`src/rtl/rice_bit_packer.sv`:
```
// Rice codeword bit packer: serialises unary zero runs plus a right-aligned
// tail MSB-first into 16-bit words for the frame writer.
// Optional feature macro: RICE_PACKER_BITCOUNT_EN adds oBitCount, a running
// count of appended stream bits (padding excluded).
//
// state | meaning
// IDLE  | ready for a codeword, or executing a flush directly
// ZEROS | appending the unary zero run, up to one word's space per cycle
// TAIL  | appending tail bits MSB first, up to one word's space per cycle
// FLUSH | pad and emit the partial word after a deferred flush
module rice_bit_packer #(
  parameter int WORD_WIDTH = 16
) (
  input  logic                  iClock,
  input  logic                  iReset,
  input  logic                  iValid,
  output logic                  oReady,
  input  logic [WORD_WIDTH-1:0] iMSB,
  input  logic [WORD_WIDTH-1:0] iLSB,
  input  logic [WORD_WIDTH-1:0] iBitsUsed,
  input  logic                  iFlush,
  output logic [WORD_WIDTH-1:0] oData,
  output logic                  oValid,
  output logic                  oFlushDone
`ifdef RICE_PACKER_BITCOUNT_EN
  ,
  output logic [31:0]           oBitCount
`endif
);

  typedef enum logic [1:0] {IDLE, ZEROS, TAIL, FLUSH} state_t;

  state_t      state, state_nxt;
  logic [15:0] zl, zl_nxt;
  logic [4:0]  tl, tl_nxt;
  logic [15:0] tail, tail_nxt;
  logic [15:0] wbuf, wbuf_nxt;
  logic [3:0]  fill, fill_nxt;
  logic        flush_pend, pend_nxt;
  logic [15:0] data_nxt;
  logic        valid_nxt, fdone_nxt;
  logic [4:0]  add_bits;

  logic [4:0]  space, n_zero, m_tail, shr, fill_sum;
  logic [16:0] mask, w_diff;
  logic [15:0] chunk, placed;
  logic [4:0]  tl_in;
  logic        pend_now;

  // Chunk sizing and tail extraction; space is never 0 because fill <= 15.
  always_comb begin
    space  = 5'd16 - {1'b0, fill};
    n_zero = (zl < {11'd0, space}) ? zl[4:0] : space;
    m_tail = (tl < space) ? tl : space;
    shr    = tl - m_tail;
    mask   = (17'd1 << m_tail) - 17'd1;
    chunk  = (tail >> shr) & mask[15:0];
    placed = chunk << (space - m_tail);
    w_diff = {1'b0, iBitsUsed} - {1'b0, iMSB};
    if (iBitsUsed < iMSB)       tl_in = 5'd0;
    else if (w_diff > 17'd16)   tl_in = 5'd16;
    else                        tl_in = w_diff[4:0];
    pend_now = flush_pend | iFlush;
  end

  assign oReady = iReset && (state == IDLE);

  // Next-state and datapath: appends, word completion and flush handling.
  always_comb begin
    state_nxt = state;
    zl_nxt    = zl;
    tl_nxt    = tl;
    tail_nxt  = tail;
    wbuf_nxt  = wbuf;
    fill_nxt  = fill;
    pend_nxt  = flush_pend;
    data_nxt  = oData;
    valid_nxt = 1'b0;
    fdone_nxt = 1'b0;
    add_bits  = 5'd0;
    fill_sum  = 5'd0;
    if (state != IDLE && iFlush) pend_nxt = 1'b1;
    case (state)
      IDLE: begin
        if (iValid) begin
          zl_nxt   = iMSB;
          tl_nxt   = tl_in;
          tail_nxt = iLSB;
          pend_nxt = iFlush;
          if (iMSB != 16'd0)     state_nxt = ZEROS;
          else if (tl_in != 5'd0) state_nxt = TAIL;
          else if (iFlush)       state_nxt = FLUSH;
        end else if (iFlush) begin
          if (fill != 4'd0) begin
            data_nxt  = wbuf;
            valid_nxt = 1'b1;
            wbuf_nxt  = 16'd0;
            fill_nxt  = 4'd0;
          end
          fdone_nxt = 1'b1;
        end
      end
      ZEROS: begin
        // Zeros need no write: bits below the fill point are always clear.
        fill_sum = {1'b0, fill} + n_zero;
        add_bits = n_zero;
        if (fill_sum == 5'd16) begin
          data_nxt  = wbuf;
          valid_nxt = 1'b1;
          wbuf_nxt  = 16'd0;
          fill_nxt  = 4'd0;
        end else begin
          fill_nxt = fill_sum[3:0];
        end
        zl_nxt = zl - {11'd0, n_zero};
        if (zl == {11'd0, n_zero}) begin
          if (tl != 5'd0)    state_nxt = TAIL;
          else if (pend_now) state_nxt = FLUSH;
          else               state_nxt = IDLE;
        end
      end
      TAIL: begin
        fill_sum = {1'b0, fill} + m_tail;
        add_bits = m_tail;
        if (fill_sum == 5'd16) begin
          data_nxt  = wbuf | placed;
          valid_nxt = 1'b1;
          wbuf_nxt  = 16'd0;
          fill_nxt  = 4'd0;
        end else begin
          wbuf_nxt = wbuf | placed;
          fill_nxt = fill_sum[3:0];
        end
        tl_nxt = tl - m_tail;
        if (tl == m_tail) state_nxt = pend_now ? FLUSH : IDLE;
      end
      FLUSH: begin
        if (fill != 4'd0) begin
          data_nxt  = wbuf;
          valid_nxt = 1'b1;
          wbuf_nxt  = 16'd0;
          fill_nxt  = 4'd0;
        end
        fdone_nxt = 1'b1;
        pend_nxt  = 1'b0;
        state_nxt = IDLE;
      end
      default: state_nxt = IDLE;
    endcase
  end

  // State and datapath registers with synchronous active-low reset.
  always_ff @(posedge iClock) begin
    if (!iReset) begin
      state      <= IDLE;
      zl         <= 16'd0;
      tl         <= 5'd0;
      tail       <= 16'd0;
      wbuf       <= 16'd0;
      fill       <= 4'd0;
      flush_pend <= 1'b0;
      oData      <= 16'd0;
      oValid     <= 1'b0;
      oFlushDone <= 1'b0;
    end else begin
      state      <= state_nxt;
      zl         <= zl_nxt;
      tl         <= tl_nxt;
      tail       <= tail_nxt;
      wbuf       <= wbuf_nxt;
      fill       <= fill_nxt;
      flush_pend <= pend_nxt;
      oData      <= data_nxt;
      oValid     <= valid_nxt;
      oFlushDone <= fdone_nxt;
    end
  end

`ifdef RICE_PACKER_BITCOUNT_EN
  // Running count of appended stream bits, wrapping at 2^32.
  always_ff @(posedge iClock) begin
    if (!iReset) oBitCount <= 32'd0;
    else         oBitCount <= oBitCount + {27'd0, add_bits};
  end
`endif

endmodule

```
`config.mk`:
```
export PLATFORM = sky130hd
export DESIGN_NAME = rice_bit_packer
export DESIGN_NICKNAME = d
export VERILOG_FILES = /design/src/rtl/rice_bit_packer.sv
export SDC_FILE = /design/constraint.sdc
export NUM_CORES = 1
export LEC_CHECK = 0
export ABC_AREA = 1
export CAP_MARGIN = 5
export CORE_ASPECT_RATIO = 1.1
export CORE_UTILIZATION = 39
export DETAILED_ROUTE_END_ITERATION = 10
export PLACE_DENSITY = 0.6
export SETUP_SLACK_MARGIN = 0.1
export SYNTH_ARGS = -nofsm -noshare
export SYNTH_HDL_FRONTEND = slang
export SYNTH_SLANG_ARGS = --single-unit
```
`constraint.sdc`:
```
create_clock -name iClock -period 14.1 [get_ports iClock]
set_clock_uncertainty 0.2 [all_clocks]
set_input_delay 2.82 -clock iClock [delete_from_list [all_inputs] [get_ports iClock]]
set_output_delay 2.82 -clock iClock [all_outputs]
set_load 0.02 [all_outputs]
```
# After elaboration in Yosys (flattened, before gate mapping)

Index checks and enable logic that the tools add are counted.

$add $sub $neg: 8
$mul: 0
Divide/modulo/power cells: 0
Order comparisons: 4
Equal/unequal tests: 15
Shift operators: 3
Mux-type cells: 47
Bitwise gates (word level): 3
Reduce and logical (&&, ||, !) cells: 17

Operators by type and width:

| operator              | number |
|---|---|
| $mux 16               | 11 |
| $pmux 16 s4           | 2 |
| $pmux 16 s2           | 1 |
| $mux 5                | 5 |
| $mux 4                | 5 |
| $gt 17x5->1 const B   | 1 |
| $sub 16x16->17        | 1 |
| $and 16x16->16        | 1 |
| $eq 16x5->1           | 1 |
| $lt 16x16->1          | 1 |
| $lt 16x5->1           | 1 |
| $mux 2                | 8 |
| $or 16x16->16         | 1 |
| $pmux 4 s4            | 1 |
| $reduce_bool 16->1    | 1 |
| $shl 1x5->16 const A  | 1 |
| $shl 16x5->16         | 1 |
| $shr 16x5->16         | 1 |
| $sub 16x1->16 const B | 1 |
| $sub 16x5->16         | 1 |
| $ne 2x2->1 const B    | 7 |
| $add 4x5->5           | 2 |
| $eq 5x5->1 const B    | 2 |
| $pmux 5 s2            | 1 |
| other kinds (20)      | 39 |

Bits in registers: 78
Bits in latches: 0
Bits in writable memories: 0
Bits in read-only memories: 0
Input port bits: 52
Output and inout bits: 19
Word-level logic and storage cells: 107
Memories kept: 0

# Depth between registers and ports, before layout

Gate-level depths: netlist of the first run.

Word-level depth: 10
Mapped depth: 34

# Worst setup path before layout of the first run

No wires, ideal clock.

Path type: input-to-output
Start point: input port iReset
End point: output port oReady
Arrival time: 3.248 ns
Required time: 11.080 ns
Setup slack: 7.832 ns
Stages on the path: 3
Buffers on the path: 1
Cell sequence: clkbuf_1 nand2_1 inv_1

Word-level cells in the longest chain between the ends: 1

RTL lines:

| element            | line | source |
|---|---|---|
| start: declaration | 15   | `input logic iReset,` |
| $logic_and 1x1->1  | 66   | `assign oReady = iReset && (state == IDLE);` |
| end: declaration   | 17   | `output logic oReady,` |

No other way between the ends.

# Worst setup path in the final report of the first run

Same ends and word-level chain as after synthesis.

==> results of run 1 <==
## stage by stage
step           total power [mW]  area [µm²]  worst slack (ns)  hold WS (ns)
2_1_floorplan             0.666        7610              7.83         0.230
3_5_place_dp              0.803        8470              6.65         0.242
5_1_grt                    1.12        8750              6.51         0.269
3_3_place_gp              0.801        8470              6.66         0.241
4_1_cts                    1.04        8750              6.64         0.253
6_report                   1.03        8750              6.65         0.253
## final cells by class
type                    instances  area [µm²]
fillers                      2070       10300
clock buffers                   9         225
repair buffers                 76         746
well taps                     247         309
multi-input cells             908        5250
flip-flops and latches         78        1560
clock inverters                 7        61.3
inverters                     158         596
## critical path, stage by stage
cell	delay, ns
clkdlybuf4s50_1	0.45
buf_4	0.36
nand2_1	0.11
inv_1	0.08
clkdlybuf4s50_1	0.60
## cell families (layout without fill, tap and decap cells)
group | Yosys count | after routing | share of synthesized area, %
muxes | 8 | 8 | 1.05
adders and majority gates | 51 | 51 | 8.98
xor gates and xnor gates | 28 | 28 | 3.67
buffers and inverters | 200 | 250 | 10.4
AOI/OAI and AO/OA | 263 | 263 | 19.8
and+or+nand+nor | 558 | 558 | 35.5
DFF | 78 | 78 | 20.5
## sequential cells by signal, summed over array words and instances (netlist names), 2 cells and up
name,flops
wbuf,16
state,2
tail,16
oData,16
fill,4
tl,5
zl,16
## synth_stat cells, drive strengths merged, types with 2 or more instances
cell / count / share of area, %
nor4: 3 / 0.33
a21boi: 4 / 0.39
inv: 152 / 7.5
nand2: 247 / 14
nand4: 26 / 2.1
a211oi: 7 / 0.69
nor2: 115 / 6.5
clkinv: 6 / 0.30
o21bai: 3 / 0.30
o21ai: 96 / 6.4
o22ai: 6 / 0.49
a31oi: 11 / 0.90
mux2i: 8 / 1.1
a21oi: 107 / 7.3
o21a: 3 / 0.30
o2111ai: 2 / 0.23
buf: 17 / 1.3
o211ai: 14 / 1.5
ha: 45 / 7.4
nand3: 143 / 11
a221oi: 2 / 0.23
fa: 6 / 1.6
dfxtp: 78 / 21
nor3: 14 / 0.99
xor2: 20 / 2.6
a21o: 3 / 0.30
or2: 7 / 0.58
xnor2: 8 / 1.0
clkbuf: 25 / 1.2
## power groups by stage
| stage | Combinational (mW) | Clock, mW | Sequential [mW] |
|---|---|---|---|
| 2_1_floorplan | 0.379 | 0 | 0.287 |
| 3_3_place_gp | 0.522 | 0 | 0.279 |
| 3_5_place_dp | 0.525 | 0 | 0.279 |
| 4_1_cts | 0.527 | 0.237 | 0.274 |
| 5_1_grt | 0.596 | 0.246 | 0.279 |
| 6_report | 0.527 | 0.232 | 0.274 |
## routing by layer
metal  vias to the layer above  GRT usage (%)  wire (µm)
li1                       4065              -          -
met1                      3584           27.9       9780
met2                       164           39.9      10700
met3                        26           2.79        710
met4                         0           7.98        482
met5                         -              0          0
## worst max-delay path by stage
stage	slack, ns	to	from
after global placement	6.66	oReady	iReset
after detailed placement	6.65	oReady	iReset
after floorplan	7.83	oReady	iReset
after CTS	6.64	oReady	iReset
after global routing	6.51	oReady	iReset
final	6.65	oReady	iReset
==> summary.txt, run 1 <==
Setup crit start kind: input port
post-CTS setup buffers: 0
row count: 53
number of vias per cell: 5.29
Rel. slew slack: 43.2%
vias in the first global route: 7425
final net count: 1334
Post-Syn Instances: 1186
post_cts resized: 0
Post-synth EDFFs: 0
DRT antenna net count: 0
vias: 7839
sw power: 0.476 mW
I/O Pins: 71
first drt pass iteration count: 5
Critical Path End Type: output port
critical path class: input port to output port
asr flop ratio synth: 0%
DR iter-0 viols: 427
final setup violation count: 0
fin util: 45.8%
Worst-path clk slew: 0.07 ns
Leakage: 3.80 nW
gpl congestion: 0.908
Worst EP arrival: 4.43 ns
Hold Crit Endpoint: wbuf[10]
Post-Syn Area per Cell: 6.41 µm²
Clock Latency Late Sink: 0.35 ns
register area share after synthesis: 20.5%
Max Cap Viol: 0
hold path startpoint: wbuf[10]
status: complete, no violations
HPWL Detailed: 17.1 mm
clk root buf: clkbuf_16
initial antenna violation count: 0
Reg2Reg Launch Point: fill[0]
worst-path fanout max: 44
hold path cells: 2
WP data required: 11.08 ns
antenna cell count: 0
R2R cell count: 31
Tmin final: 7.45 ns
non-filler cells, final: 1483
Slew Limit Fails: 0
largest net degree at the start of global routing: 45
WL per Instance: 14.6 µm
R2R Setup Slk: 7.82 ns
first-pass GRT wire length: 36.1 mm
Fin. Hold Viols: 0
most common cell after layout, fill and taps aside: nand2_1
RSZ-0062 raised after global routing: false
IO Port Bufs: 70
Synth Net Count: 1289
Worst R2R End: wbuf[11]
final period utilization: 52.9%
Hold Crit Class: register to register
area growth from synthesis to layout: 15.0%
Max clock buf depth: 2
CTS tree: done
VDD IR max: 0.0000703 V
clock power share: 22.5%
Die ar.: 20100 µm²
die width: 135 µm
clk sink count: 78
Ys Warns: 0
Worst Max-Slew Pin Slew: 0.852 ns
initial core utilization: 39.8%
Flop pwr share: 26.5%
CTS Buf Count: 9
drt total wl: 21.6 mm
layout cells sized above 1: 8.82%
H-tree levels: 3
CTS Hold Bufs: 0
Synth Cell Area: 7610 µm²
Int Pwr: 0.558 mW
drc violations: 0
CORE AREA: 19100 µm²
most frequent cells in the layout: 212 x nand2_1, 141 x inv_1, 130 x nand3_1, 104 x a21oi_1, 102 x nor2_1
Die Y: 148 µm
GRT Util Overall: 22.6%
sw frac: 46.0%
post-route setup TNS: 0 ns
Top FF cell, synth: dfxtp_1
GR Overflow Total: 0
placed insts: 1467
P per Cell Area: 118 nW/µm²
#FFs+latches synth: 78
count of different cell masters after synthesis: 61
combinational share of power: 51.0%
fmax: 134 MHz
No activity file was read; power rests on OpenSTA's default activity.
==> run 2, diff against run 1 <==
==> constraint.sdc (replaced) <==
create_clock -name iClock -period 7.6 [get_ports iClock]
set_clock_uncertainty 0.2 [all_clocks]
set_input_delay 1.52 -clock iClock [delete_from_list [all_inputs] [get_ports iClock]]
set_output_delay 1.52 -clock iClock [all_outputs]
set_load 0.02 [all_outputs]
==> summary.txt, run 2 (synthesized netlist as in run 1, its figures left out) <==
status: complete, no violations
most common cell after layout, fill and taps aside: nand2_1
WL per Instance: 14.7 µm
vias: 7832
largest net degree at the start of global routing: 45
Worst Max-Slew Pin Slew: 0.875 ns
Worst-path clk slew: 0.07 ns
I/O Pins: 71
DRT antenna net count: 0
Slew Limit Fails: 0
Die ar.: 20100 µm²
Reg2Reg Launch Point: fill[1]
Clock Latency Late Sink: 0.35 ns
initial antenna violation count: 0
IO Port Bufs: 70
layout cells sized above 1: 8.89%
met1 GRT Util: 28.6%
post-CTS setup buffers: 0
clk root buf: clkbuf_16
DR iter-0 viols: 472
met3 usage: 3.10%
CP startpoint: fill[1]
Setup crit start kind: register
hold path cells: 2
placed instance area: 8470 µm²
WP data required: 7.68 ns
critical path class: register to register
most used cell along the critical path: nand2_1
final period utilization: 82.5%
initial core utilization: 39.8%
fmax: 160 MHz
Fin. Hold Viols: 0
GR Overflow Total: 0
first drt pass iteration count: 5
drc violations: 0
Worst Setup Slack, final: 1.33 ns
Critical Path End Type: register
first-pass GRT wire length: 36.1 mm
R2R Setup Slk: 1.33 ns
GRT Util Overall: 22.7%
RSZ-0062 raised after global routing: false
final net count: 1335
most frequent cells in the layout: 212 x nand2_1, 141 x inv_1, 130 x nand3_1, 104 x a21oi_1, 102 x nor2_1
Die Y: 148 µm
Max clock buf depth: 2
H-tree levels: 3
die width: 135 µm
Worst R2R End: wbuf[11]
Hold Crit Endpoint: oData[6]
hold path startpoint: wbuf[6]
HPWL Detailed: 17.4 mm
worst-path fanout max: 21
GR peak layer: met2
fin area: 8760 µm²
row count: 53
drt total wl: 21.9 mm
Tmin final: 6.27 ns
met2 usage: 39.5%
vias in the first global route: 7358
post_cts resized: 0
CTS Buf Count: 9
antenna cell count: 0
CTS Hold Bufs: 0
R2R cell count: 31
gpl congestion: 0.924
Worst path max stage delay: 1.03 ns
Max Cap Viol: 0
final setup violation count: 0
CP max-delay cell: fa_1
CTS tree: done
Leakage: 3.80 nW
Rel. slew slack: 41.7%
CORE AREA: 19100 µm²
VDD IR max: 0.000125 V
DP Worst Slack: 1.39 ns
number of vias per cell: 5.28
area growth from synthesis to layout: 15.2%
post-route setup TNS: 0 ns
P per Cell Area: 218 nW/µm²
Worst EP arrival: 6.35 ns
Hold Crit Class: register to register
clk sink count: 78
[run 2: cell types whose count changed in the layout (fill, tap and decap cells not counted), sizes merged]
cell      previous run  this run
inv                157       155
buf                  6         7
clkinvlp             2         3
clkinv               6         7
[run 2: worst max-delay path, delay by kind of cell (launching register included)]
family | cells | cell delay (ns)
buf+inv | 6 | 0.87
flops | 1 | 0.37
compound gates | 4 | 0.65
simple gates | 17 | 2.25
fa+ha+maj | 4 | 1.81
[run 2: report_power, final]
| part | switching (mW) | internal, mW | leakage (nW) |
|---|---|---|---|
| clock | 0.203 | 0.228 | 0.132 |
| sequential | 0.0408 | 0.469 | 0.638 |
| combinational | 0.633 | 0.340 | 3.03 |
[run 2: cell type report]
class / count / area [µm²]
clock buffers: 9 / 225
clock inverters: 7 / 65.1
fillers: 2000 / 10300
inverters: 158 / 596
multi-input cells: 908 / 5250
flip-flops and latches: 78 / 1560
well taps: 247 / 309
repair buffers: 77 / 753
[run 2: metrics by stage]
stage | total power [mW] | cells | hold WS (ns) | util, %
global placement | 1.48 | 1468 | 0.239 | 44.4
floorplan | 1.24 | 1186 | 0.230 | -
global route | 2.07 | 1484 | 0.282 | 45.9
finish | 1.91 | 1484 | 0.253 | 45.9
detailed placement | 1.48 | 1468 | 0.244 | 44.4
CTS | 1.92 | 1484 | 0.255 | 45.9
[run 2: routing by layer]
layer  vias up  part of all wire (%)
met5         -                     0
met4         0                   1.9
met3        31                   3.7
met2       189                    49
met1      3549                    46
li1       4063                     -
[run 2: how the worst max path moves through the flow]
stage	end	slack, ns	cells after the start
after floorplan	wbuf[15]	2.62	31
after global placement	wbuf[11]	1.36	31
after detailed placement	wbuf[11]	1.39	31
after CTS	wbuf[11]	1.35	31
after global routing	wbuf[11]	0.81	31
final	wbuf[11]	1.33	31
==> run 3, diff against run 2 <==
--- a/config.mk
+++ b/config.mk
@@ -10,7 +10,7 @@
 export CORE_ASPECT_RATIO = 1.1
 export CORE_UTILIZATION = 39
 export DETAILED_ROUTE_END_ITERATION = 10
-export PLACE_DENSITY = 0.6
+export PLACE_DENSITY = 0.62
 export SETUP_SLACK_MARGIN = 0.1
 export SYNTH_ARGS = -nofsm -noshare
 export SYNTH_HDL_FRONTEND = slang
==> constraint.sdc (replaced) <==
create_clock -name iClock -period 5.3 [get_ports iClock]
set_clock_uncertainty 0.2 [all_clocks]
set_input_delay 1.06 -clock iClock [delete_from_list [all_inputs] [get_ports iClock]]
set_output_delay 1.06 -clock iClock [all_outputs]
set_load 0.02 [all_outputs]
==> summary.txt, run 3 (synthesized netlist as in run 1, its figures left out) <==
IO Port Bufs: 70
largest net degree at the start of global routing: 44
CTS tree: done
first drt pass iteration count: 5
DRT antenna net count: 0
status: complete, no violations
CORE AREA: 19100 µm²
Setup crit start kind: register
Critical Path End Type: register
Slew Limit Fails: 0
final period utilization: 90.8%
number of vias per cell: 5.29
die width: 135 µm
Tmin final: 4.81 ns
Flop pwr share: 26.6%
Die Y: 148 µm
gpl congestion: 0.872
CTS Buf Count: 9
Worst EP arrival: 4.84 ns
Clock Latency Late Sink: 0.35 ns
Hold Crit Class: register to register
Leakage: 3.89 nW
worst-path fanout max: 12
final net count: 1350
Worst-path clk slew: 0.07 ns
initial antenna violation count: 0
CTS Hold Bufs: 0
WL per Instance: 14.8 µm
Die ar.: 20100 µm²
Int Pwr: 1.50 mW
DR iter-0 viols: 433
sw frac: 45.4%
WP data required: 5.32 ns
FILL cells: 1988
Fin. Hold Viols: 0
vias: 7925
drt total wl: 22.2 mm
antenna cell count: 0
placed insts: 1480
fmax: 208 MHz
critical path class: register to register
clock power share: 21.2%
RSZ-0062 raised after global routing: false
drc violations: 0
I/O Pins: 71
Max clock buf depth: 2
layout cells sized above 1: 11.2%
GRT Util Overall: 22.9%
HPWL Detailed: 17.6 mm
GR Overflow Total: 0
VDD IR max: 0.000175 V
post-route setup TNS: 0 ns
final setup violation count: 0
row count: 53
WHS: 0.249 ns
clk root buf: clkbuf_16
most common cell after layout, fill and taps aside: nand2_1
placed instance area: 8560 µm²
Max Cap Viol: 0
vias in the first global route: 7364
Rel. slew slack: 36.5%
initial core utilization: 39.8%
H-tree levels: 3
fin util: 46.7%
sw power: 1.25 mW
non-filler cells, final: 1498
R2R Setup Slk: 0.49 ns
clk sink count: 78
P per Cell Area: 308 nW/µm²
area growth from synthesis to layout: 17.3%
first-pass GRT wire length: 36.8 mm
Worst Max-Slew Pin Slew: 0.952 ns
fin area: 8920 µm²
most frequent cells in the layout: 211 x nand2_1, 139 x inv_1, 130 x nand3_1, 103 x a21oi_1, 98 x nor2_1
combinational share of power: 52.2%
[run 3: cell count changes in the layout (fill, tap and decap cells not counted), sizes merged]
cell and delta:
buf +14, clkbuf +2, clkinv +1, clkinvlp -2, inv -1
[run 3: repair_timing]
action,CTS,global route
setup endpoints to repair,0,37
resized for setup,0,28
hold endpoints to repair,0,0
buffers inserted,0,3
[run 3: critical path: stages, from the launching register on]
cell and delay (ns):
dfxtp_2 0.38, inv_2 0.09, ha_4 0.30, inv_1 0.10, ha_1 0.28, nand2_1 0.07, nand2_1 0.07, nand2_2 0.07
nand3_2 0.09, nand2_4 0.14, nand2_8 0.12, nand2_2 0.10, nand2_4 0.11, ha_2 0.22, fa_2 0.58, inv_1 0.11
or2_2 0.30, o21a_1 0.12, nand2_1 0.05, o21ai_0 0.10, o211ai_1 0.23, nor2_2 0.08, o21ai_2 0.16, nand2_1 0.08
and2_1 0.16, or2_1 0.22, nand4_1 0.08, a21oi_1 0.07
[run 3: final timing paths]
kind / startpoint / to / cells after the start
max: fill[1] / wbuf[7] / 27
min reg2reg: wbuf[13] / wbuf[13] / 2
min: wbuf[13] / wbuf[13] / 2
max reg2reg: fill[1] / wbuf[7] / 27
[run 3: power groups by stage]
stage	Clock, mW	Combinational [mW]	Sequential [mW]
2_1_floorplan	0	1.01	0.763
3_3_place_gp	0	1.39	0.743
3_5_place_dp	0	1.39	0.744
4_1_cts	0.591	1.40	0.732
5_1_grt	0.614	1.62	0.743
6_report	0.581	1.43	0.732
[run 3: cell type report]
cell class / count / area, µm² / area share, %
multi-input combinational: 908 / 5320 / 59.6
sequential: 78 / 1560 / 17.5
timing repair buffer: 92 / 871 / 9.76
inverter: 158 / 596 / 6.67
tap: 247 / 309 / 3.46
clock buffer: 10 / 229 / 2.57
clock inverter: 5 / 35.0 / 0.393
[run 3: stage by stage]
step | setup WS (ns) | power, mW
6_report | 0.488 | 2.75
2_1_floorplan | 0.318 | 1.77
4_1_cts | 0.107 | 2.72
3_3_place_gp | 0.183 | 2.13
3_5_place_dp | 0.130 | 2.14
5_1_grt | 0.134 | 2.98
[run 3: layer usage]
| metal | track usage, % | part of all wire [%] |
|---|---|---|
| met1 | 30.4 | 47 |
| met4 | 6.85 | 2.0 |
| met5 | 0 | 0 |
| met2 | 38.5 | 47 |
| met3 | 2.76 | 3.5 |
